$ cat config.mk
export PLATFORM = sky130hd
export DESIGN_NAME = apb_wdt32
export DESIGN_NICKNAME = d
export VERILOG_FILES = /design/src/rtl/apb_wdt32_pkg.sv /design/src/rtl/wdt_prescaler.sv /design/src/rtl/apb_wdt32.sv
export SDC_FILE = /design/constraint.sdc
export NUM_CORES = 1
export LEC_CHECK = 0
export ABC_AREA = 1
export CELL_PAD_IN_SITES_DETAIL_PLACEMENT = 1
export CELL_PAD_IN_SITES_GLOBAL_PLACEMENT = 1
export CORE_AREA = 2 2 129 131
export CTS_CLUSTER_SIZE = 30
export DETAILED_ROUTE_END_ITERATION = 16
export DIE_AREA = 0 0 131 133
export PLACE_DENSITY_LB_ADDON = 0.05
export RECOVER_POWER = 25
export SYNTH_ARGS = -nofsm -noshare
export SYNTH_HDL_FRONTEND = slang
export SYNTH_SLANG_ARGS = --single-unit
$ cat constraint.sdc
create_clock -name PCLK -period 3.7 [get_ports PCLK]
set_clock_uncertainty 0.1 [all_clocks]
set_input_delay 0.555 -clock PCLK [delete_from_list [all_inputs] [get_ports PCLK]]
set_output_delay 0.555 -clock PCLK [all_outputs]
set_load 0.005 [all_outputs]
$ cat src/rtl/apb_wdt32_pkg.sv
// rtl/apb_wdt32_pkg.sv - register map and constants shared by the watchdog RTL and bench
package apb_wdt32_pkg;

    localparam logic [7:0] OFF_LOAD   = 8'h00;
    localparam logic [7:0] OFF_VALUE  = 8'h04;
    localparam logic [7:0] OFF_CTRL   = 8'h08;
    localparam logic [7:0] OFF_PRESC  = 8'h0C;
    localparam logic [7:0] OFF_INTCLR = 8'h10;
    localparam logic [7:0] OFF_RIS    = 8'h14;
    localparam logic [7:0] OFF_LOCK   = 8'h18;

    localparam int CTRL_EN    = 0;
    localparam int CTRL_IRQEN = 1;
    localparam int CTRL_RSTEN = 2;

    localparam logic [31:0] DEFAULT_LOCK_KEY = 32'h1ACCE551;
    localparam logic [31:0] LOAD_RESET       = 32'hFFFFFFFF;

endpackage

$ cat src/rtl/wdt_prescaler.sv
// rtl/wdt_prescaler.sv - free-running 0..presc counter emitting a one-cycle tick
module wdt_prescaler #(
    parameter int PRESC_W = 8
) (
    input  logic               PCLK,
    input  logic               PRESET,
    input  logic               enable_i,
    input  logic               clear_i,
    input  logic [PRESC_W-1:0] presc_i,
    output logic               tick_o
);

    logic [PRESC_W-1:0] cnt_q, cnt_d;

    assign tick_o = enable_i & ~clear_i & (cnt_q == presc_i);

    always_comb begin
        cnt_d = cnt_q;
        if (clear_i) begin
            cnt_d = '0;
        end else if (enable_i) begin
            cnt_d = tick_o ? '0 : cnt_q + 1'b1;
        end
    end

    always_ff @(posedge PCLK or posedge PRESET) begin
        if (PRESET) begin
            cnt_q <= '0;
        end else begin
            cnt_q <= cnt_d;
        end
    end

endmodule

$ cat src/rtl/apb_wdt32.sv
// rtl/apb_wdt32.sv - APB watchdog: prescaled down-counter, IRQ on first timeout, sticky reset on second
module apb_wdt32
    import apb_wdt32_pkg::*;
#(
    parameter int          PRESC_W  = 8,
    parameter logic [31:0] LOCK_KEY = DEFAULT_LOCK_KEY
) (
    input  logic        PCLK,
    input  logic        PRESET,
    input  logic        PSEL,
    input  logic [7:0]  PADDR,
    input  logic        PENABLE,
    input  logic        PWRITE,
    input  logic [31:0] PWDATA,
    output logic [31:0] PRDATA,
    output logic        PREADY,
    input  logic        WDT_STALL,
    output logic        IRQ,
    output logic        WDT_RST
);

    logic [31:0]        load_q, load_d, value_q, value_d;
    logic [2:0]         ctrl_q, ctrl_d;
    logic [PRESC_W-1:0] presc_q, presc_d;
    logic               ris_q, ris_d, locked_q, locked_d;
    logic               irq_q, irq_d, wdt_rst_q, wdt_rst_d;

    logic [7:0] addr;
    logic       wr, wr_cfg, ld_wr, ctrl_wr, presc_wr, clr_wr, lock_wr;
    logic       en_rise, en_fall, tick, tick_ok;
    logic       unused_addr_bits;

    assign unused_addr_bits = ^PADDR[1:0];
    assign addr    = {PADDR[7:2], 2'b00};
    assign wr      = PSEL & PENABLE & PWRITE;
    assign wr_cfg  = wr & ~locked_q;
    assign ld_wr   = wr_cfg & (addr == OFF_LOAD);
    assign ctrl_wr = wr_cfg & (addr == OFF_CTRL);
    assign presc_wr = wr_cfg & (addr == OFF_PRESC);
    assign clr_wr  = wr_cfg & (addr == OFF_INTCLR);
    assign lock_wr = wr & (addr == OFF_LOCK);
    assign en_rise = ctrl_wr & PWDATA[CTRL_EN] & ~ctrl_q[CTRL_EN];
    assign en_fall = ctrl_wr & ~PWDATA[CTRL_EN];
    // A tick coinciding with a CTRL write that disables the watchdog is dropped.
    assign tick_ok = tick & ~en_fall;

    wdt_prescaler #(.PRESC_W(PRESC_W)) u_presc (
        .PCLK    (PCLK),
        .PRESET  (PRESET),
        .enable_i(ctrl_q[CTRL_EN] & ~WDT_STALL),
        .clear_i (ld_wr | en_rise),
        .presc_i (presc_q),
        .tick_o  (tick)
    );

    always_comb begin
        load_d    = ld_wr    ? PWDATA                : load_q;
        ctrl_d    = ctrl_wr  ? PWDATA[2:0]           : ctrl_q;
        presc_d   = presc_wr ? PWDATA[PRESC_W-1:0]   : presc_q;
        locked_d  = lock_wr  ? (PWDATA != LOCK_KEY)  : locked_q;
        value_d   = value_q;
        ris_d     = ris_q;
        wdt_rst_d = wdt_rst_q;
        // Register writes take priority over a coincident tick.
        if (ld_wr) begin
            value_d = PWDATA;
        end else if (clr_wr) begin
            value_d = load_q;
            ris_d   = 1'b0;
        end else if (en_rise) begin
            value_d = load_q;
        end else if (tick_ok) begin
            if (value_q != 32'd0) begin
                value_d = value_q - 32'd1;
            end else begin
                value_d = load_q;
                if (!ris_q) begin
                    ris_d = 1'b1;
                end else if (ctrl_q[CTRL_RSTEN]) begin
                    wdt_rst_d = 1'b1;
                end
            end
        end
        irq_d = ris_d & ctrl_d[CTRL_IRQEN];
    end

    always_ff @(posedge PCLK or posedge PRESET) begin
        if (PRESET) begin
            load_q    <= LOAD_RESET;
            value_q   <= LOAD_RESET;
            ctrl_q    <= '0;
            presc_q   <= '0;
            ris_q     <= 1'b0;
            locked_q  <= 1'b0;
            irq_q     <= 1'b0;
            wdt_rst_q <= 1'b0;
        end else begin
            load_q    <= load_d;
            value_q   <= value_d;
            ctrl_q    <= ctrl_d;
            presc_q   <= presc_d;
            ris_q     <= ris_d;
            locked_q  <= locked_d;
            irq_q     <= irq_d;
            wdt_rst_q <= wdt_rst_d;
        end
    end

    always_comb begin
        PRDATA = '0;
        if (PSEL && !PWRITE) begin
            case (addr)
                OFF_LOAD:  PRDATA = load_q;
                OFF_VALUE: PRDATA = value_q;
                OFF_CTRL:  PRDATA = {29'd0, ctrl_q};
                OFF_PRESC: PRDATA = {{(32-PRESC_W){1'b0}}, presc_q};
                OFF_RIS:   PRDATA = {31'd0, ris_q};
                OFF_LOCK:  PRDATA = {31'd0, locked_q};
                default:   PRDATA = '0;
            endcase
        end
    end

    assign PREADY  = 1'b1;
    assign IRQ     = irq_q;
    assign WDT_RST = wdt_rst_q;

endmodule

* Yosys cells after proc, flatten, opt, wreduce, memory -nomap -nowiden
Index checks and enable logic that the tools add are counted.
Storage, ports and cells: logic and storage cells 70, input bits 46, bits in registers 87
Cells by class: reductions and logical operators 7, bitwise operators 27, $add $sub $neg 2, mux-type cells 16, equal/unequal tests 8
Operator list (number):
- 32-bit two-way mux | 6
- 32-bit one-hot mux with 6 select lines | 1
- 32-bit by 29-bit != test with 1-bit output, second input constant | 1
- 32-bit nonzero test | 1
- 32-bit by 1-bit subtractor with 32-bit output, second input constant | 1
- 8-bit two-way mux | 3
- 6-bit by 3-bit == test with 1-bit output, second input constant | 3
- 1-bit bitwise AND | 16
- 6-bit by 2-bit == test with 1-bit output, second input constant | 2
- 1-bit inverter | 10
- 8-bit by 1-bit adder with 8-bit output, second input constant | 1
- 8-bit == test | 1
- 8-bit zero test | 1
- 7-bit AND reduction | 1
- 6-bit by 1-bit == test with 1-bit output, second input constant | 1
- 1-bit two-way mux | 5
- 4-bit nonzero test | 1
- 2-bit two-way mux | 1
- 2-bit nonzero test | 1
- 1-bit logical AND | 1
- 1-bit zero test | 1
- 1-bit OR | 1

* Longest topological paths before layout
Gate-level depths: netlist of the first run.
depth in word-level cells 16, gate-level depth with buffers 14, mapped depth without buffers 13

* By module
From an unflattened synthesis of the first run, not the netlist that was laid out.
Second synthesis, totals: cell total of the unflattened synthesis 891, area, all modules 5935.7 µm²
By module, submodules not included:
- apb_wdt32 | cells each 810, area an instance 5336.4 µm², instances 1, seq. area each 2057.0 µm²
- wdt_prescaler | cells each 81, area an instance 599.3 µm², instances 1, seq. area each 200.2 µm²

* Worst setup path after synthesis of the first run
OpenSTA, ideal clock, no wires.
kind input -> output, start point in PADDR[7], end point out PRDATA[5], arrival time 1.557 ns, data required time 3.045 ns, buffers on the path 2, path slack 1.488 ns, stages on the path 7, cell sequence nor2_4 -> nand3_2 -> inv_1 -> buf_2 -> buf_2 -> nand2_1 -> a31oi_1
On the way: cells in the longest elaborated chain, start to end 3, elaborated cells on any way between the ends 8, those cells by class eq/ne: 5; mux: 2; reduce/logical: 1
Ends and longest elaborated chain:
- start, declared | RTL line apb_wdt32.sv:11 | input logic [7:0] PADDR,
- 6-bit by 3-bit == test with 1-bit output, or another cell as far along | RTL line apb_wdt32.sv:112 | case (addr)
- 32-bit one-hot mux with 6 select lines * | RTL line apb_wdt32.sv:112
- 32-bit two-way mux * | RTL line apb_wdt32.sv:111 | if (PSEL && !PWRITE) begin
- end, declared | RTL line apb_wdt32.sv:15 | output logic [31:0] PRDATA,
Mark *: on every way between the ends. The rest lies on a longest branch, timed or not.

* Worst setup path in the final report of the first run
start point in PADDR[3], end point out PRDATA[0]
The elaborated chain is that of the path after synthesis.

==> results of run 1 <==
## through the flow
stage | hold slack, ns | setup WS [ns]
after global routing | 0.427 | 0.0749
after detailed placement | 0.381 | 0.292
final | 0.400 | 0.239
after floorplan | 0.368 | 0.901
after CTS | 0.411 | 0.255
after global placement | 0.361 | 0.333
## cells in the final DEF (no fill, tap or decap), drive strengths merged, types with 17 or more instances in the layout
cell type	instances
nor2	172
dfstp	64
clkdlybuf4s50	76
nand4	49
a21oi	17
nand3	64
dfrtp	23
nand2	268
o21ai	57
a22oi	24
inv	111
## routing by layer
layer	track usage (%)	up-vias
met5	0	-
met4	6.44	0
met3	2.51	20
met2	42.7	86
met1	35.9	3164
li1	-	3212
## state kept, by name, indices dropped and copies added (netlist names)
signal         count
ris_q              1
value_q           32
IRQ                1
presc_q            8
u_presc.cnt_q      8
locked_q           1
ctrl_q             3
load_q            32
WDT_RST            1
## power by group through the flow
stage          Combinational (mW)  Sequential, mW  Clock (mW)
2_1_floorplan               0.730            1.05           0
3_3_place_gp                 1.00            1.06           0
3_5_place_dp                 1.02            1.07           0
4_1_cts                      1.02            1.05       0.916
5_1_grt                      1.15            1.06       0.944
6_report                     1.01            1.05       0.892
## worst max path at each step
stage,to,slack [ns],startpoint,depth (start not counted)
finish,PRDATA[0],0.24,PADDR[3],10
global placement,PRDATA[0],0.33,PADDR[3],10
floorplan,IRQ,0.90,PRESET,1
CTS,PRDATA[0],0.26,PADDR[3],10
detailed placement,PRDATA[0],0.29,PADDR[3],10
global route,PRDATA[0],0.07,PADDR[3],10
## cell usage after synthesis (7+ instances only)
master	instances	area (um^2)
a21oi_1	16	80.1
a22oi_1	24	180
buf_2	16	80.1
clkbuf_1	13	48.8
dfrtp_1	23	576
dfstp_2	64	1680
inv_1	107	402
nand2_1	265	995
nand3_1	58	290
nand4_1	47	294
nor2_1	160	601
nor3_1	7	35.0
o21ai_0	53	265
o22ai_1	12	75.1
xor2_1	15	131
## cell families after synthesis
family	share of synthesized area, %
XOR/XNOR	2.51
AO/OA/AOI/OAI	11.1
multiplexers	0.159
AND/OR/NAND/NOR	39.8
buffers and inverters	9.86
flip-flops	35.9
adder cells (fa/ha/maj)	0.597
other	0.0596
## area by class of cell
class | count | share of cell area (%)
Multi-Input combinational cell | 710 | 45.1
Sequential cell | 87 | 29.8
Timing Repair Buffer | 94 | 12.2
Inverter | 112 | 5.57
Tap cell | 220 | 3.64
Clock buffer | 13 | 3.44
Clock inverter | 3 | 0.248
==> results.md, run 1 <==
- Outcome: finished, violations left
- Failing checks: max-capacitance violations
- Starting Density: 38.9%
- Dpl cell area: 0.00730 mm^2
- Int Power: 1.85 mW
- Port bufs: 77
- Crit-path max FO: 15
- Die ar.: 0.0174 mm^2
- Multi-input logic area: 0.00341 mm^2
- Highest routed layer: met4
- Crit path max-delay family: buffers and inverters
- CTS Buf Count: 9
- Largest net degree at the start of global routing: 56
- Layout Nets: 1063
- Crit-path cells: clkdlybuf4s50_1 -> nor2_1 -> nand3_2 -> inv_1 -> buf_12 -> nand2_1 -> o21ai_0 -> nor3_1 -> nor2_1 -> clkdlybuf4s50_1
- Clock Power Share: 30.2%
- Final hold violations: 0
- CTS tree: built
- Met2 Wirelength: 10500 um
- Layout cells sized above 1: 12.2%
- Yosys reg bits: 87
- Worst reg-to-reg setup slack: 1.13 ns
- Reg2reg end: value_q[31]
- Number of post-CTS setup repair buffers: 0
- ANT cells: 0
- Dpl hpwl: 16300 um
- Site Rows: 47
- Total track usage: 25.7%
- CP max-delay cell: clkdlybuf4s50_1
- Crit path largest cell delay: 0.53 ns
- Required @ worst endpoint: 3.04 ns
- Detailed-route DRC error count: 0
- Post-Layout Cell Count: 1239
- Post_cts resized: 0
- DR WL met3: 498 um
- DR WL/cell: 17.5 um
- Via count: 6482
- Ys async rst share: 100%
- Max Slew Vio Count: 0
- Final core occ: 46.8%
- PwrDens: 391 mW/mm^2
- # fillers: 2115
- TNS Setup: 0 ns
- Mapped Cells: 946
- DRT Pass-1 Iters: 5
- Cell variety after synth: 45
- Period utilization: 93.5%
- First-pass GRT wire length: 34700 um
- VDD IR max: 0.000216 V
- RePlAce Congestion: 0.879
- Syn_area_per_cell: 6.65 um^2
- RSZ-0062 raised after global routing: no
- Worst Hold Endpoint: WDT_RST
- R2r startpoint: value_q[0]
- Prevailing post-synth register cell: dfstp_2
- Measured slew at the worst slew-check pin: 1.49 ns
- Placed Cells: 1223
- Worst hold path type: reg2reg
- Leakage: 3.70 nW
- Vias in the first global route: 6541
- Worst-Skew Late Latency: 0.35 ns
- DRT iter0 DRCs: 251
- Fraction of the yosys area taken by sequential cells: 35.9%
- Hold Startpoint: WDT_RST
- Clk root buf: clkbuf_16
- Sequential Area: 0.00226 mm^2
- CP endpoint kind: primary output
- CTS max path bufs: 2
- Net Count, Synth: 995
- WL met1: 10400 um
- Initial antenna violation count: 0
- Max-Slew Margin vs Limit: 0.207%
- Warnings, synthesis: 0
- Clock sink total: 87
- Worst path bufs/invs: 4
- Seq pwr share: 35.6%
- Die H: 133 um
- Area growth, synth to finish: 20.3%
- Max Cap Violations: 1
- Post-synth EDFFs: 0
- Reg2Reg Depth: 11
- Die width: 131 um
- CTS clock-pin slew for the worst setup and hold paths: 0.06 ns
- Routed Wire Length: 21600 um
- Core region area: 0.0162 mm^2
- Achievable clock frequency: 0.289 GHz
- Endpoints failing setup: 0
- Hold path depth: 1
- Sw frac: 37.5%
- Final Critical Period: 3.46 ns
- Io pins: 81
- Final Total Pwr: 2.96 mW
- Critical Path Source Type: input pin
- Cell area after layout: 0.00757 mm^2
- H-tree Lvls: 3
- Detail Route Antenna Nets: 0
- Hold_buf cts: 0
- Syn Std Cell Area: 0.00629 mm^2
- Arrival time worst endpoint: 2.81 ns
- Vias per cell: 5.23
- P_sw: 1.11 mW
- Worst Setup Path Type: in2out
- Grt total ovfl: 0
- Combinational fraction of design power: 34.3%
No activity file was read; power rests on OpenSTA's default activity.
==> run 2: changes to the inputs <==
--- a/config.mk
+++ b/config.mk
@@ -12,8 +12,11 @@
 export CTS_CLUSTER_SIZE = 30
 export DETAILED_ROUTE_END_ITERATION = 16
 export DIE_AREA = 0 0 131 133
+export GPL_ROUTABILITY_DRIVEN = 0
 export PLACE_DENSITY_LB_ADDON = 0.05
 export RECOVER_POWER = 25
+export SETUP_SLACK_MARGIN = 0.02
+export SKIP_CTS_REPAIR_TIMING = 1
 export SYNTH_ARGS = -nofsm -noshare
 export SYNTH_HDL_FRONTEND = slang
 export SYNTH_SLANG_ARGS = --single-unit
==> results of run 2 <==
Same layout as run 1: the final DEF is identical, and so are final timing and power.
==> run 3: changes to the inputs <==
--- a/config.mk
+++ b/config.mk
@@ -15,8 +15,10 @@
 export GPL_ROUTABILITY_DRIVEN = 0
 export PLACE_DENSITY_LB_ADDON = 0.05
 export RECOVER_POWER = 25
-export SETUP_SLACK_MARGIN = 0.02
+export SETUP_SLACK_MARGIN = 0.3
 export SKIP_CTS_REPAIR_TIMING = 1
+export SKIP_LAST_GASP = 1
 export SYNTH_ARGS = -nofsm -noshare
 export SYNTH_HDL_FRONTEND = slang
 export SYNTH_SLANG_ARGS = --single-unit
+export TNS_END_PERCENT = 100
==> results.md, run 3 (same netlist as run 1, synthesis figures left out) <==
- Worst Hold Endpoint: WDT_RST
- Layout Nets: 1066 (+0.28%)
- Commonest non-fill, non-tap cell in the layout: nand2_1
- Final hold violations: 0 (unchanged)
- CTS clock-pin slew for the worst setup and hold paths: 0.06 ns (about the same)
- DRT iter0 DRCs: 269 (+7.2%)
- Routed Wire Length: 21700 um (+0.32%)
- Vias in the first global route: 6541 (unchanged)
- Starting Density: 38.9% (unchanged)
- Largest regs: load_q (32), value_q (32)
- Worst Setup SP: PADDR[4]
- Achievable clock frequency: 0.301 GHz (+4.0%)
- Largest net degree at the start of global routing: 56 (unchanged)
- Crit path largest cell delay: 0.52 ns (about the same)
- CTS Buf Count: 9 (unchanged)
- Dpl hpwl: 16300 um (unchanged)
- Seq pwr share: 35.5% (about the same)
- Arrival time worst endpoint: 2.67 ns (-0.14 ns)
- Max Slew Vio Count: 33 (+33)
- Crit-path cells: clkdlybuf4s50_1 -> inv_1 -> nand2_1 -> nor2_1 -> nand2_1 -> o22ai_1 -> a221oi_1 -> nor2_1 -> clkdlybuf4s50_1
- Detail Route Antenna Nets: 0 (unchanged)
- Port bufs: 77 (unchanged)
- Final Critical Period: 3.33 ns (-0.134 ns)
- PwrDens: 389 mW/mm^2 (-0.48%)
- Via count: 6500 (+0.28%)
- Max Cap Violations: 1 (unchanged)
- DRT Pass-1 Iters: 4 (-1)
- Clock sink total: 87 (unchanged)
- Area growth, synth to finish: 21.1%
- Required @ worst endpoint: 3.04 ns (about the same)
- ANT cells: 0 (unchanged)
- Failing checks: max-capacitance violations, max-slew violations
- Detailed-route DRC error count: 0 (unchanged)
- Period utilization: 89.9% (-3.6 points)
- R2r startpoint: value_q[0]
- Die width: 131 um (unchanged)
- Site Rows: 47 (unchanged)
- Worst Setup Path Type: in2out
- Clock Power Share: 30.2% (about the same)
- TNS Setup: 0 ns (unchanged)
- Die ar.: 0.0174 mm^2 (unchanged)
- Hold path depth: 1 (unchanged)
- H-tree Lvls: 3 (unchanged)
- Grt total ovfl: 0 (unchanged)
- CP endpoint kind: primary output
- Io pins: 81 (unchanged)
- Most frequent cells in the layout: 265 x nand2_1, 158 x nor2_1, 105 x inv_1
- Sw frac: 37.5% (about the same)
- Critical Path Source Type: input pin
- Layout cells sized above 1: 12.7% (+0.55 points)
- Vias per cell: 5.23 (about the same)
- CTS tree: built
- Clk root buf: clkbuf_16
- First-pass GRT wire length: 34700 um (unchanged)
- Combinational fraction of design power: 34.3% (about the same)
- Outcome: finished, violations left
- Total track usage: 25.7% (unchanged)
- CTS max path bufs: 2 (unchanged)
- Die H: 133 um (unchanged)
- Hold Startpoint: WDT_RST
- Reg2reg end: value_q[31]
- RSZ-0062 raised after global routing: yes
- Worst hold path type: reg2reg
- Initial antenna violation count: 0 (unchanged)
- Final core occ: 47.1% (+0.33 points)
- Measured slew at the worst slew-check pin: 1.55 ns (+0.0615 ns)
- Worst-Skew Late Latency: 0.35 ns (about the same)
- CP max-delay cell: clkdlybuf4s50_1
- Crit-path max FO: 8 (-7)
- Reg2Reg Depth: 11 (unchanged)
- VDD IR max: 0.000214 V (-0.85%)
- Max-Slew Margin vs Limit: -3.92% (-4.1 points)
- Int Power: 1.85 mW (+0.21%)
- Leakage: 3.72 nW (+0.52%)
- Worst reg-to-reg setup slack: 1.10 ns (-0.03 ns)
- P_sw: 1.11 mW (+0.27%)
- Core region area: 0.0162 mm^2 (unchanged)
- Endpoints failing setup: 0 (unchanged)
- DR WL/cell: 17.5 um (about the same)
==> run 3: final cells by class <==
class / count / area [um^2]
clock buffer: 13 / 260
clock inverter: 3 / 18.8
fill: 2116 / 8550
inverter: 112 / 422
multi-input combinational: 710 / 3430
sequential: 87 / 2260
tap: 220 / 275
timing repair buffer: 97 / 962
==> run 3: worst max path at each step <==
stage	cells past startpoint	endpoint	slack, ns
final	9	PRDATA[1]	0.37
after global routing	10	PRDATA[0]	0.21
after CTS	10	PRDATA[0]	0.26
after detailed placement	10	PRDATA[0]	0.29
after global placement	10	PRDATA[0]	0.33
after floorplan	1	IRQ	0.90
==> run 3: routing by layer <==
layer | share of wire (%) | vias up | global-route usage (%)
met5 | 0 | - | 0
met1 | 47 | 3148 | 35.9
met4 | 1.3 | 0 | 6.44
li1 | - | 3216 | -
met3 | 3.4 | 21 | 2.51
met2 | 49 | 115 | 42.7
==> run 3: power by group through the flow <==
stage	registers, mW	logic (mW)	clock network (mW)
after floorplan	1.05	0.730	0
after global placement	1.06	1.00	0
after detailed placement	1.07	1.02	0
after CTS	1.05	1.02	0.916
after global routing	1.06	1.15	0.944
final	1.05	1.02	0.894
==> run 3: stage by stage <==
step / cell area, um^2 / hold slack, ns / setup slack, ns / power, mW / instances
2_1_floorplan: 6290 / 0.368 / 0.901 / 1.78 / 946
3_3_place_gp: 7300 / 0.361 / 0.333 / 2.06 / 1223
3_5_place_dp: 7300 / 0.381 / 0.292 / 2.08 / 1223
4_1_cts: 7580 / 0.411 / 0.255 / 2.99 / 1239
5_1_grt: 7620 / 0.427 / 0.211 / 3.15 / 1242
6_report: 7620 / 0.401 / 0.373 / 2.96 / 1242
==> run 3: worst max-delay path: cells and delay by family <==
kind | cells | cell delay (ns)
compound gates | 2 | 0.36
simple gates | 4 | 0.60
buf+inv | 3 | 1.16
